File: src/rtl/hdr_frame_reader.sv
// Double-buffered HDR frame reader: fetches 128-bit RGB565 words from SDRAM and streams them out pixel by pixel.
// Optional build macro HDR_RD_UNDERRUN_CNT_EN adds underrun_cnt, a saturating count of starved cycles.
//   state | meaning
//   IDLE  | no frame active, no requests, pixel_valid low
//   FETCH | may issue the next word read when FIFO space and arbiter allow
//   WAIT  | one read outstanding, waiting for rd_valid
//   DRAIN | every word received, emptying the FIFO to the display
module hdr_frame_reader #(
    parameter logic [24:0] BASE0      = 25'hE1000,
    parameter logic [24:0] BASE1      = 25'h106800,
    parameter int          WORDS      = 38400,
    parameter int          ADDR_STEP  = 4,
    parameter int          FIFO_DEPTH = 4
) (
    input  logic          clk,
    input  logic          rst,
    input  logic          frame_start,
    input  logic          wr_last_frame,
    input  logic          ram_busy,
    output logic          rd_req,
    output logic [24:0]   rd_address,
    input  logic [127:0]  rd_data,
    input  logic          rd_valid,
    input  logic          pixel_ready,
    output logic          pixel_valid,
    output logic [4:0]    pix_red,
    output logic [5:0]    pix_green,
    output logic [4:0]    pix_blue,
    output logic          frame_done,
    output logic          underrun
`ifdef HDR_RD_UNDERRUN_CNT_EN
    ,
    output logic [15:0]   underrun_cnt
`endif
);
    localparam int PW  = (FIFO_DEPTH > 1) ? $clog2(FIFO_DEPTH) : 1;
    localparam int CW  = PW + 1;
    localparam int WCW = $clog2(WORDS + 1);

    typedef enum logic [1:0] {IDLE, FETCH, WAIT, DRAIN} state_t;
    state_t state, state_nxt;

    logic [127:0]   fifo_mem [FIFO_DEPTH];
    logic [PW-1:0]  rd_ptr, wr_ptr, rd_ptr_nxt;
    logic [CW-1:0]  fifo_count, count_nxt;
    logic [2:0]     pix_idx, idx_nxt;
    logic [WCW-1:0] words_left;
    logic           outstanding, stale;
    logic           xfer, pop, accept, issue, last_xfer, starve, valid_nxt;
    logic [127:0]   head_nxt;
    logic [15:0]    half;

    always_comb begin
        xfer      = pixel_valid && pixel_ready;
        pop       = xfer && (pix_idx == 3'd7);
        accept    = rd_valid && outstanding && !stale;
        issue     = (state == FETCH) && !ram_busy && !outstanding
                    && ((fifo_count + CW'(outstanding)) < CW'(FIFO_DEPTH))
                    && (words_left != '0);
        last_xfer = (state == DRAIN) && pop && (fifo_count == CW'(1));
        starve    = pixel_ready && !pixel_valid && ((state == FETCH) || (state == WAIT));

        state_nxt = state;
        case (state)
            IDLE:    state_nxt = IDLE;
            FETCH:   if (issue) state_nxt = WAIT;
            WAIT:    if (accept) state_nxt = (words_left != '0) ? FETCH : DRAIN;
            DRAIN:   if (last_xfer) state_nxt = IDLE;
            default: state_nxt = IDLE;
        endcase
        if (frame_start) state_nxt = FETCH;

        count_nxt = fifo_count;
        if (accept && !pop)
            count_nxt = fifo_count + CW'(1);
        else if (!accept && pop)
            count_nxt = fifo_count - CW'(1);
        rd_ptr_nxt = pop ? rd_ptr + PW'(1) : rd_ptr;
        idx_nxt    = xfer ? pix_idx + 3'd1 : pix_idx;
        if (frame_start) begin
            count_nxt  = '0;
            rd_ptr_nxt = '0;
            idx_nxt    = '0;
        end

        // A word pushed into an empty (or just-emptied) FIFO becomes the head immediately.
        head_nxt  = (accept && (wr_ptr == rd_ptr_nxt)) ? rd_data : fifo_mem[rd_ptr_nxt];
        half      = head_nxt[{idx_nxt, 4'b0000} +: 16];
        valid_nxt = (count_nxt != '0) && (state_nxt != IDLE);
    end

    always_ff @(posedge clk) begin
        if (rst) state <= IDLE;
        else     state <= state_nxt;
    end

    always_ff @(posedge clk) begin
        if (!rst && accept) fifo_mem[wr_ptr] <= rd_data;
    end

    always_ff @(posedge clk) begin
        if (rst) begin
            rd_req      <= 1'b0;
            rd_address  <= BASE0;
            words_left  <= '0;
            outstanding <= 1'b0;
            stale       <= 1'b0;
            wr_ptr      <= '0;
            rd_ptr      <= '0;
            fifo_count  <= '0;
            pix_idx     <= '0;
            pixel_valid <= 1'b0;
            pix_red     <= '0;
            pix_green   <= '0;
            pix_blue    <= '0;
            frame_done  <= 1'b0;
            underrun    <= 1'b0;
        end else begin
            rd_req     <= 1'b0;
            frame_done <= 1'b0;
            if (frame_start) begin
                rd_address  <= wr_last_frame ? BASE0 : BASE1;
                words_left  <= WCW'(WORDS);
                wr_ptr      <= '0;
                // A read still in flight belongs to the old frame; its data must be dropped.
                outstanding <= outstanding && !rd_valid;
                stale       <= outstanding && !rd_valid;
                underrun    <= 1'b0;
            end else begin
                if (issue) begin
                    rd_req      <= 1'b1;
                    outstanding <= 1'b1;
                    words_left  <= words_left - WCW'(1);
                end
                if (rd_valid && outstanding) begin
                    outstanding <= 1'b0;
                    stale       <= 1'b0;
                end
                if (accept) begin
                    wr_ptr     <= wr_ptr + PW'(1);
                    rd_address <= rd_address + 25'(ADDR_STEP);
                end
                if (starve) underrun <= 1'b1;
                frame_done <= last_xfer;
            end
            rd_ptr      <= rd_ptr_nxt;
            fifo_count  <= count_nxt;
            pix_idx     <= idx_nxt;
            pixel_valid <= valid_nxt;
            pix_red     <= valid_nxt ? half[7:3] : 5'd0;
            pix_green   <= valid_nxt ? {half[2:0], half[15:13]} : 6'd0;
            pix_blue    <= valid_nxt ? half[12:8] : 5'd0;
        end
    end

`ifdef HDR_RD_UNDERRUN_CNT_EN
    always_ff @(posedge clk) begin
        if (rst || frame_start)
            underrun_cnt <= '0;
        else if (starve && (underrun_cnt != 16'hFFFF))
            underrun_cnt <= underrun_cnt + 16'd1;
    end
`endif

endmodule

File: config.mk
export PLATFORM = sky130hd
export DESIGN_NAME = hdr_frame_reader
export DESIGN_NICKNAME = d
export VERILOG_FILES = /design/src/rtl/hdr_frame_reader.sv
export SDC_FILE = /design/constraint.sdc
export NUM_CORES = 1
export LEC_CHECK = 0
export ABC_AREA = 1
export CORE_MARGIN = 5
export CORE_UTILIZATION = 50
export CTS_CLUSTER_DIAMETER = 200
export DETAILED_ROUTE_END_ITERATION = 6
export HOLD_SLACK_MARGIN = 0.08
export PLACE_DENSITY = 0.69
export SYNTH_ARGS = -nofsm -noshare
export SYNTH_HDL_FRONTEND = slang
export SYNTH_SLANG_ARGS = --single-unit
File: constraint.sdc
create_clock -name clk -period 21.7 [get_ports clk]
set_input_delay 3.255 -clock clk [delete_from_list [all_inputs] [get_ports clk]]
set_output_delay 3.255 -clock clk [all_outputs]
set_load 0.01 [all_outputs]
==> results.tsv <==
metric	value	unit
compound-cell area share of the yosys netlist	4.60	%
hold buffers post-CTS	0	
Vias	18712	
# IOs	180	
Total Routing Usage GR	23.6	%
Yosys top cell area share	60.5	%
crit-path max cell delay	890	ps
number of flops mapped to enable cells by yosys	512	
Async SR Flop Fraction	0	%
setup tns final	0	ps
simple-gate area share of the yosys netlist	23.1	%
vias in the first global route	17910	
worst slew pin tran	1220	ps
Port Buffers	177	
pre-CTS setup slack	13750	ps
Pre-antenna DRT Iters	7	
P_leak	0.0110	uW
total wire length	67500	um
H-tree levels	2	
Min Clock Period, post-route	7230	ps
number of warnings issued by yosys	0	
largest net degree at the start of global routing	242	
synth top area cells	edfxtp_1, nand2_1, nand3_1, dfxtp_1, nor2_1	
RSZ-0062 raised after global routing	no	
GP Congestion	0.848	
Syn Std Cell Area	25400	um2
die area	55500	um2
dpl cell area	27600	um2
CP bufs+invs	6	
TritonCTS Buffers	61	
DR DRC count	0	
setup bufs post-CTS	0	
clk sinks	585	
xor/xnor share of the synthesized area	0.241	%
post-DP HPWL	39400	um
Clock Skews	31.2	ps
post-synth cell types	37	
site row count	82	
clock buffer depth	3	
antenna violations before repair	9	
Post-CTS Resized	0	
Max Freq	138	MHz
critical path launch point type	input port	
PD cells	79.3	nW/um2
sequential share of the synthesized area	66.2	%
clock root buffer	clkbuf_16	
synthesized area per cell	10.2	um2
WHS	470	ps
number of setup violations in the final report	0	
Finished Cell Area	29600	um2
share of layout cells above drive strength 1	5.27	%
Clk Latency, worst-skew pair	620	ps
CP Max Fanout	128	
VDD IR-drop max	0.0497	mV
mux share of post-synthesis cell area	0	%
first-pass GRT wire length	104000	um
Yosys reg bits	585	
clock-pin slew on the worst setup and hold paths	60	ps
Filler cells	4195	
outcome	finished clean	
critical-path cell list	clkdlybuf4s50_1, buf_4, inv_1, nand3_4, inv_6, buf_4, nand2_1, nand3_1, nand3_1, nand3_1, nand3_1, nand3_1, nand2_1, inv_1	
Iteration-0 DRC Markers	1873	
Die Y	236	um
largest family of logic cells by synthesized area	simple AND/OR/NAND/NOR gates	
Max Cap Viol	0	
CTS tree	done	
ys flop type	edfxtp_1	
hold crit path type	reg2reg	
Post-Synth Adder-Cell Area	0.787	%
Core Area	50300	um2
drt wl/cell	20.2	um
Syn-to-layout area delta	16.4	%
leading area contributor after synthesis	edfxtp_1	
Final Cycle Share	33.3	%
CP Class	in2reg	
vias per inst	5.61	
chip width	236	um
nets@finish	2758	
remaining global-route overflow	0	
Final Hold Fails	0	
fin. max-slew vios	0	
slowest stage cell on the critical path	inv_6	
Crit. End Element	flip-flop	
ANT nets after route	0	
Initial Utilization	50.6	%
Slew headroom	18.5	%
cells after synthesis	2487	
Crit path top cell by count	nand3_1	
most frequent cell after synthesis	nand2_1	
CP arrival	7800	ps
most instantiated cells after synthesis	nand2_1, edfxtp_1, nand3_1	
worst setup margin	14470	ps
Req. time, crit path	22260	ps
CP delay by family, top	buffers and inverters	
[sequential cells by signal (all words and copies together), names as in the netlist, 2 cells and up]
signal      count
pix_blue        5
pix_idx         3
rd_address     23
rd_ptr          2
fifo_count      3
pix_green       6
pix_red         5
fifo_mem      512
wr_ptr          2
words_left     16
state           2
[worst register-to-register path, delay by kind of cell, from the launching register on]
family / cells / cell delay (ps)
adders and majority gates: 2 / 360
buffers and inverters: 3 / 1870
and+or+nand+nor: 10 / 2040
DFF: 1 / 360
[power by group]
part           leakage (uW)  total (uW)  internal, uW  switching (uW)
Combinational       0.00487        70.9          31.8            39.2
Clock              0.000986        1050           615             432
Sequential          0.00519        1230          1230            3.20
[cells by family (layout without fill, tap and decap cells)]
group / count (synthesis) / after routing
DFF: 585 / 585
buffers and inverters: 288 / 459
AOI/OAI and AO/OA: 212 / 212
adders and majority gates: 16 / 16
other: 1 / 7
xor gates and xnor gates: 7 / 7
and+or+nand+nor: 1378 / 1378
[cell type report]
type | count | area [um2] | share of cell area (%)
sequential | 585 | 16800 | 56.9
multi-input combinational | 1615 | 7390 | 25.0
timing repair buffer | 201 | 1960 | 6.64
clock buffer | 69 | 1580 | 5.33
tap | 672 | 841 | 2.84
inverter | 143 | 546 | 1.84
clock inverter | 46 | 435 | 1.47
antenna | 5 | 12.5 | 0.0423
[through the flow]
stage	util [%]	power, uW	cells
finish	58.9	2350	3336
global route	58.9	2420	3334
CTS	58.9	2360	3331
detailed placement	54.9	1320	3216
global placement	54.9	1320	3216
floorplan	-	1270	2488
[final timing paths]
kind,endpoint,cells after the start,start,slack (ps)
worst max-delay path,pix_red[0]$_SDFF_PP0_,14,frame_start,14470
worst min-delay path,words_left[0]$_SDFFE_PP0P_,2,words_left[0]$_SDFFE_PP0P_,470
worst max register to register,pix_red[0]$_SDFF_PP0_,15,pix_idx[0]$_SDFF_PP0_,17000
worst min register to register,words_left[0]$_SDFFE_PP0P_,2,words_left[0]$_SDFFE_PP0P_,470
[layout by cell type, fill, tap and decap left out, drive strengths merged]
master and count:
o221ai 1, buf 24, ha 16, o221a 1
edfxtp 512, o21ai 107, o211ai 35, diode 5
nand2 627, nand4 10, nor2 262, clkdlybuf4s50 177
nand3 436, xor2 7, a211oi 1, bufinv 8
a21oi 63, a31oi 2, nand3b 8, nor3 27
dfxtp 73, clkinv 37, conb 2, or2 2
nor4 6, o2111ai 1, o21a 1, clkinvlp 3
inv 141, clkbuf 69
[per-layer routing]
metal,GRT usage (%),routed length [um]
met1,32.6,28000
met2,38.5,32300
met3,4.31,5570
met4,7.02,1620
met5,0,49
Note: power is estimated with default switching activity, not from simulation.
==> variant 1, RTL diff (same settings) <==
The option `HDR_RD_UNDERRUN_CNT_EN` is turned on by a define.
--- a/src/rtl/hdr_frame_reader.sv
+++ b/src/rtl/hdr_frame_reader.sv
@@ -7,2 +7,4 @@
 //   DRAIN | every word received, emptying the FIFO to the display
+`define HDR_RD_UNDERRUN_CNT_EN
+
 module hdr_frame_reader #(
Formal check against the unedited RTL (old outputs only; new: underrun_cnt): same outputs for any inputs over 4 cycles, from zero or initial values and one cycle with rst high; that may be too few to reach the edited logic, so the function may still have changed.
==> variant 1 against the original RTL <==
Worst setup slack gained 0.23 ns. Count of clock-buffer cells in the layout grew 11. Utilization grew 0.37 points. Sequential cell count grew 16. Routed wire length grew 3.8%. Power grew 3.5%. Area after synthesis grew 2.8%. Via count grew 3.7%. Design area grew 3.3%. Largest power group unchanged.
==> variant 1: results (changes against the original RTL) <==
status finished clean; Crit path largest cell delay 0.81 ns (-0.08 ns); Resized cells post-CTS 0 (unchanged); Area contributors post-synth edfxtp_1 (59%), nand2_1 (9.0%), nand3_1 (7.9%), dfxtp_1 (6.8%), nor2_1 (3.3%); largest net degree at the start of global routing 129 (-47%); vias in the first global route 19,212 (+7.3%); Worst-Margin Slew 1.093 ns (-0.1287 ns); Seq/Total Area, Yosys 65.61% (-0.59 points); RD Place Congestion 0.8511 (+0.42%); pre-CTS WS 14.12 ns (+0.3705 ns); Detailed Place HPWL 41.46 mm (+5.3%); Post-synth ARST share 0% (unchanged); family with the most delay on the worst path buffers and inverters; First-pass DRT Iterations 5 (-2); worst hold path type flip-flop to flip-flop; Peak supply drop 0.00006765 V (+36%); syn_area_per_cell 10.22 um2 (about the same); Post-synth top cells nand2_1 (629), edfxtp_1 (512), nand3_1 (413); dpl cells 3,309 (+2.9%); Post-Layout Cell Count 3,428 (+2.8%); Yosys top cell area share 58.80% (-1.7 points); sw frac 20.30% (+0.088 points); Worst EP arrival 7.58 ns (-0.22 ns); XOR/XNOR share of the synthesized area 0.4020% (+0.16 points); wire length per cell 20.45 um (+1.0%); biggest regs fifo_mem (512), rd_address (23); EDFF count, synth 512 (unchanged); post-synthesis adder-cell area fraction 0.8135% (+0.026 points); Crit Path Max Fanout 93 (-27%); mux share of post-synthesis cell area 0% (unchanged); Worst path slowest cell buf_4; antenna violations before repair 3 (-6); global-route wire length before repair 108.7 mm (+4.2%); GRT Util Overall 24.13% (+0.57 points); clock skew 0.02082 ns (-0.01037 ns); share of layout cells above drive strength 1 5.574% (+0.31 points); Clock Latency Late Sink 0.64 ns (+0.02 ns); Final nets 2,844 (+3.1%); leakage power 11.38 nW (+3.0%); vias per inst 5.659 (+0.89%); H-tree depth 2 (unchanged); Distinct cells, synth 44 (+19%); Post-CTS Setup Bufs 0 (unchanged); IO buf count 193 (+9.0%); CTS Buffer Depth 3 (unchanged); Compound-Gate Fraction of Synth Area 5.857% (+1.3 points); Initial DRC Count 1,867 (-0.32%)
[variant 1: cell count changes after synthesis, sizes merged, moves of 16 or more]
cell and change:
o211ai +20, dfxtp +16, nand3 -20, clkbuf +22, nor2 -29, buf -17
inv +25
[variant 1: power groups by stage]
stage / clock network (mW) / registers, mW / logic [mW]
3_3_place_gp: 0 / 1.28 / 0.0727
4_1_cts: 1.11 / 1.26 / 0.0749
2_1_floorplan: 0 / 1.28 / 0.0229
3_5_place_dp: 0 / 1.28 / 0.0744
5_1_grt: 1.16 / 1.26 / 0.0811
6_report: 1.10 / 1.26 / 0.0748
[variant 1: worst paths after layout]
path,startpoint,end,slack [ns],depth (start not counted)
worst max-delay path,pixel_ready,pix_green[0],14.70,15
worst min-delay path,underrun,underrun,0.48,2
worst max register to register,pix_idx[0],pix_green[0],17.22,16
worst min register to register,underrun,underrun,0.48,2
[variant 1: layout make-up]
class | instances | area [um2]
timing repair buffer | 219 | 2140
inverter | 168 | 633.1
clock inverter | 36 | 414.1
fill | 4228 | 21030
sequential | 601 | 17160
clock buffer | 80 | 1699
tap | 680 | 850.8
antenna | 3 | 7.507
multi-input combinational | 1641 | 7680
[variant 1: stage by stage]
stage | instance area [um2] | util (%)
after floorplan | 26150 | -
after global placement | 28460 | 55.14
after detailed placement | 28460 | 55.14
after CTS | 30570 | 59.23
after global routing | 30570 | 59.23
final | 30580 | 59.25
[variant 1: tightest hold or removal path, cell delays in order (launching register included)]
cell	delay, ns
dfxtp_1	0.33
nor2_1	0.05
nor2_1	0.07
[variant 1: layer usage]
layer  vias to the layer above  routed length (um)  GRT usage, %
met4                         6                1916         7.826
met1                      9383               27590         31.00
met2                       770               35030         42.05
li1                       9108                   -             -
met3                       132                5517         3.980
met5                         -                  38             0
==> variant 2, RTL diff (same flow settings) <==
Without the edit above. Re-encode `state_t` (4 states) as one-hot, 4 bits wide.
--- a/src/rtl/hdr_frame_reader.sv
+++ b/src/rtl/hdr_frame_reader.sv
@@ -39,3 +39,3 @@
 
-    typedef enum logic [1:0] {IDLE, FETCH, WAIT, DRAIN} state_t;
+    typedef enum logic [3:0] {IDLE = 4'b0001, FETCH = 4'b0010, WAIT = 4'b0100, DRAIN = 4'b1000} state_t;
     state_t state, state_nxt;
Behaviour: same outputs for any inputs over 4 cycles, from zero or initial values and one cycle with rst high; so few cycles prove little.
==> variant 2 against the original RTL <==
Design area rose by 0.44%. Combinational power fell by 6.1%. Area after synthesis rose by 0.62%. Sequential cell count rose by 2. Non-clock buffer count fell by 2. Via count rose by 0.77%. Die area rose by 0.60%. Power fell by 0.84%. Worst setup slack got worse by 0.38 ns. Routed wire length rose by 0.84%. Largest cell class unchanged.
==> variant 2: results (changes against the original RTL) <==
status finished clean; Peak supply drop 0.00005846 V (+18%); Final nets 2,775 (+0.62%); XOR/XNOR share of the synthesized area 0.4449% (+0.20 points); Worst Reg-to-Reg Cells 15 (unchanged); post-synthesis adder-cell area fraction 0.5867% (-0.20 points); Crit path largest cell delay 1.06 ns (+0.17 ns); Via Count 18,856 (+0.77%); Initial DRC Count 2,066 (+10%); clock buffer count from CTS 59 (-3.3%); sw frac 20.01% (-0.20 points); Comb power 0.0666 mW (-6.1%); Compound-Gate Fraction of Synth Area 4.718% (+0.12 points); Worst EP arrival 8.19 ns (+0.39 ns); beginning of the worst hold path underrun; Worst Hold End underrun; clock skew 0.01559 ns (-0.01560 ns); R2R Setup Slk 16.72 ns (-0.28 ns); Area contributors post-synth edfxtp_1 (60%), nand2_1 (9.9%), nand3_1 (8.3%), dfxtp_1 (5.9%), nor2_1 (3.3%); Final Total Pwr 2.327 mW (-0.84%); largest net degree at the start of global routing 214 (-12%); Seq/Total Area, Yosys 65.95% (-0.25 points); RD Place Congestion 0.8446 (-0.34%); Detailed Place HPWL 39.33 mm (about the same); leakage power 11.13 nW (+0.80%); global-route wire length before repair 104.7 mm (+0.40%); worst reg2reg endpoint pix_blue[2]; Crit Path Max Fanout 136 (+6.3%); Distinct cells, synth 35 (-5.4%); vias in the first global route 18,114 (+1.1%); wire length per cell 20.25 um (about the same); biggest regs fifo_mem (512), rd_address (23), words_left (16); family with the most delay on the worst path buffers and inverters; Worst-Margin Slew 1.258 ns (+0.03657 ns); Layout fillers 4,201 (+0.14%); share of layout cells above drive strength 1 5.342% (+0.077 points); Post-synth top cells nand2_1 (673), edfxtp_1 (512), nand3_1 (423)
==> variant 2: worst reg2reg max path, delay by kind of cell, from the launching register on <==
kind,cells,cell delay [ns]
buf+inv,3,2.10
simple gates,10,2.13
fa+ha+maj,2,0.38
flops,1,0.36
==> variant 2: worst max-delay path by stage <==
stage / startpoint / end / slack (ns)
3_3_place_gp: frame_start / pix_red[1] / 13.57
5_1_grt: frame_start / pix_red[1] / 13.71
6_report: frame_start / pix_blue[2] / 14.08
2_1_floorplan: rd_valid / fifo_mem[0][0] / 11.86
4_1_cts: frame_start / pix_blue[2] / 14.16
3_5_place_dp: frame_start / pix_blue[2] / 13.50
==> variant 2: final cells by class <==
class / count / area (um2) / share of cell area, %
flip-flops and latches: 587 / 16880 / 56.77
diodes: 4 / 10.01 / 0.03367
clock inverters: 39 / 376.6 / 1.267
clock buffers: 71 / 1593 / 5.358
multi-input cells: 1628 / 7468 / 25.12
well taps: 680 / 850.8 / 2.862
inverters: 153 / 580.6 / 1.953
repair buffers: 199 / 1974 / 6.641
==> variant 2: per-layer routing <==
layer	routed length (um)	share of wire, %	GRT usage [%]
met1	27540	40	32.02
met2	31700	47	37.53
met3	6232	9.2	5.507
met4	2550	3.7	9.008
met5	57	0.084	0
==> variant 2: stage by stage <==
stage | std cells | hold WS, ns | setup slack, ns | utilization [%] | instance area, um2
floorplan | 2515 | 0.4555 | 11.86 | - | 25590
global placement | 3247 | 0.4385 | 13.57 | 54.42 | 27750
detailed placement | 3247 | 0.4642 | 13.50 | 54.42 | 27750
CTS | 3357 | 0.4733 | 14.16 | 58.29 | 29720
global route | 3359 | 0.4909 | 13.71 | 58.30 | 29720
finish | 3361 | 0.4605 | 14.08 | 58.30 | 29730
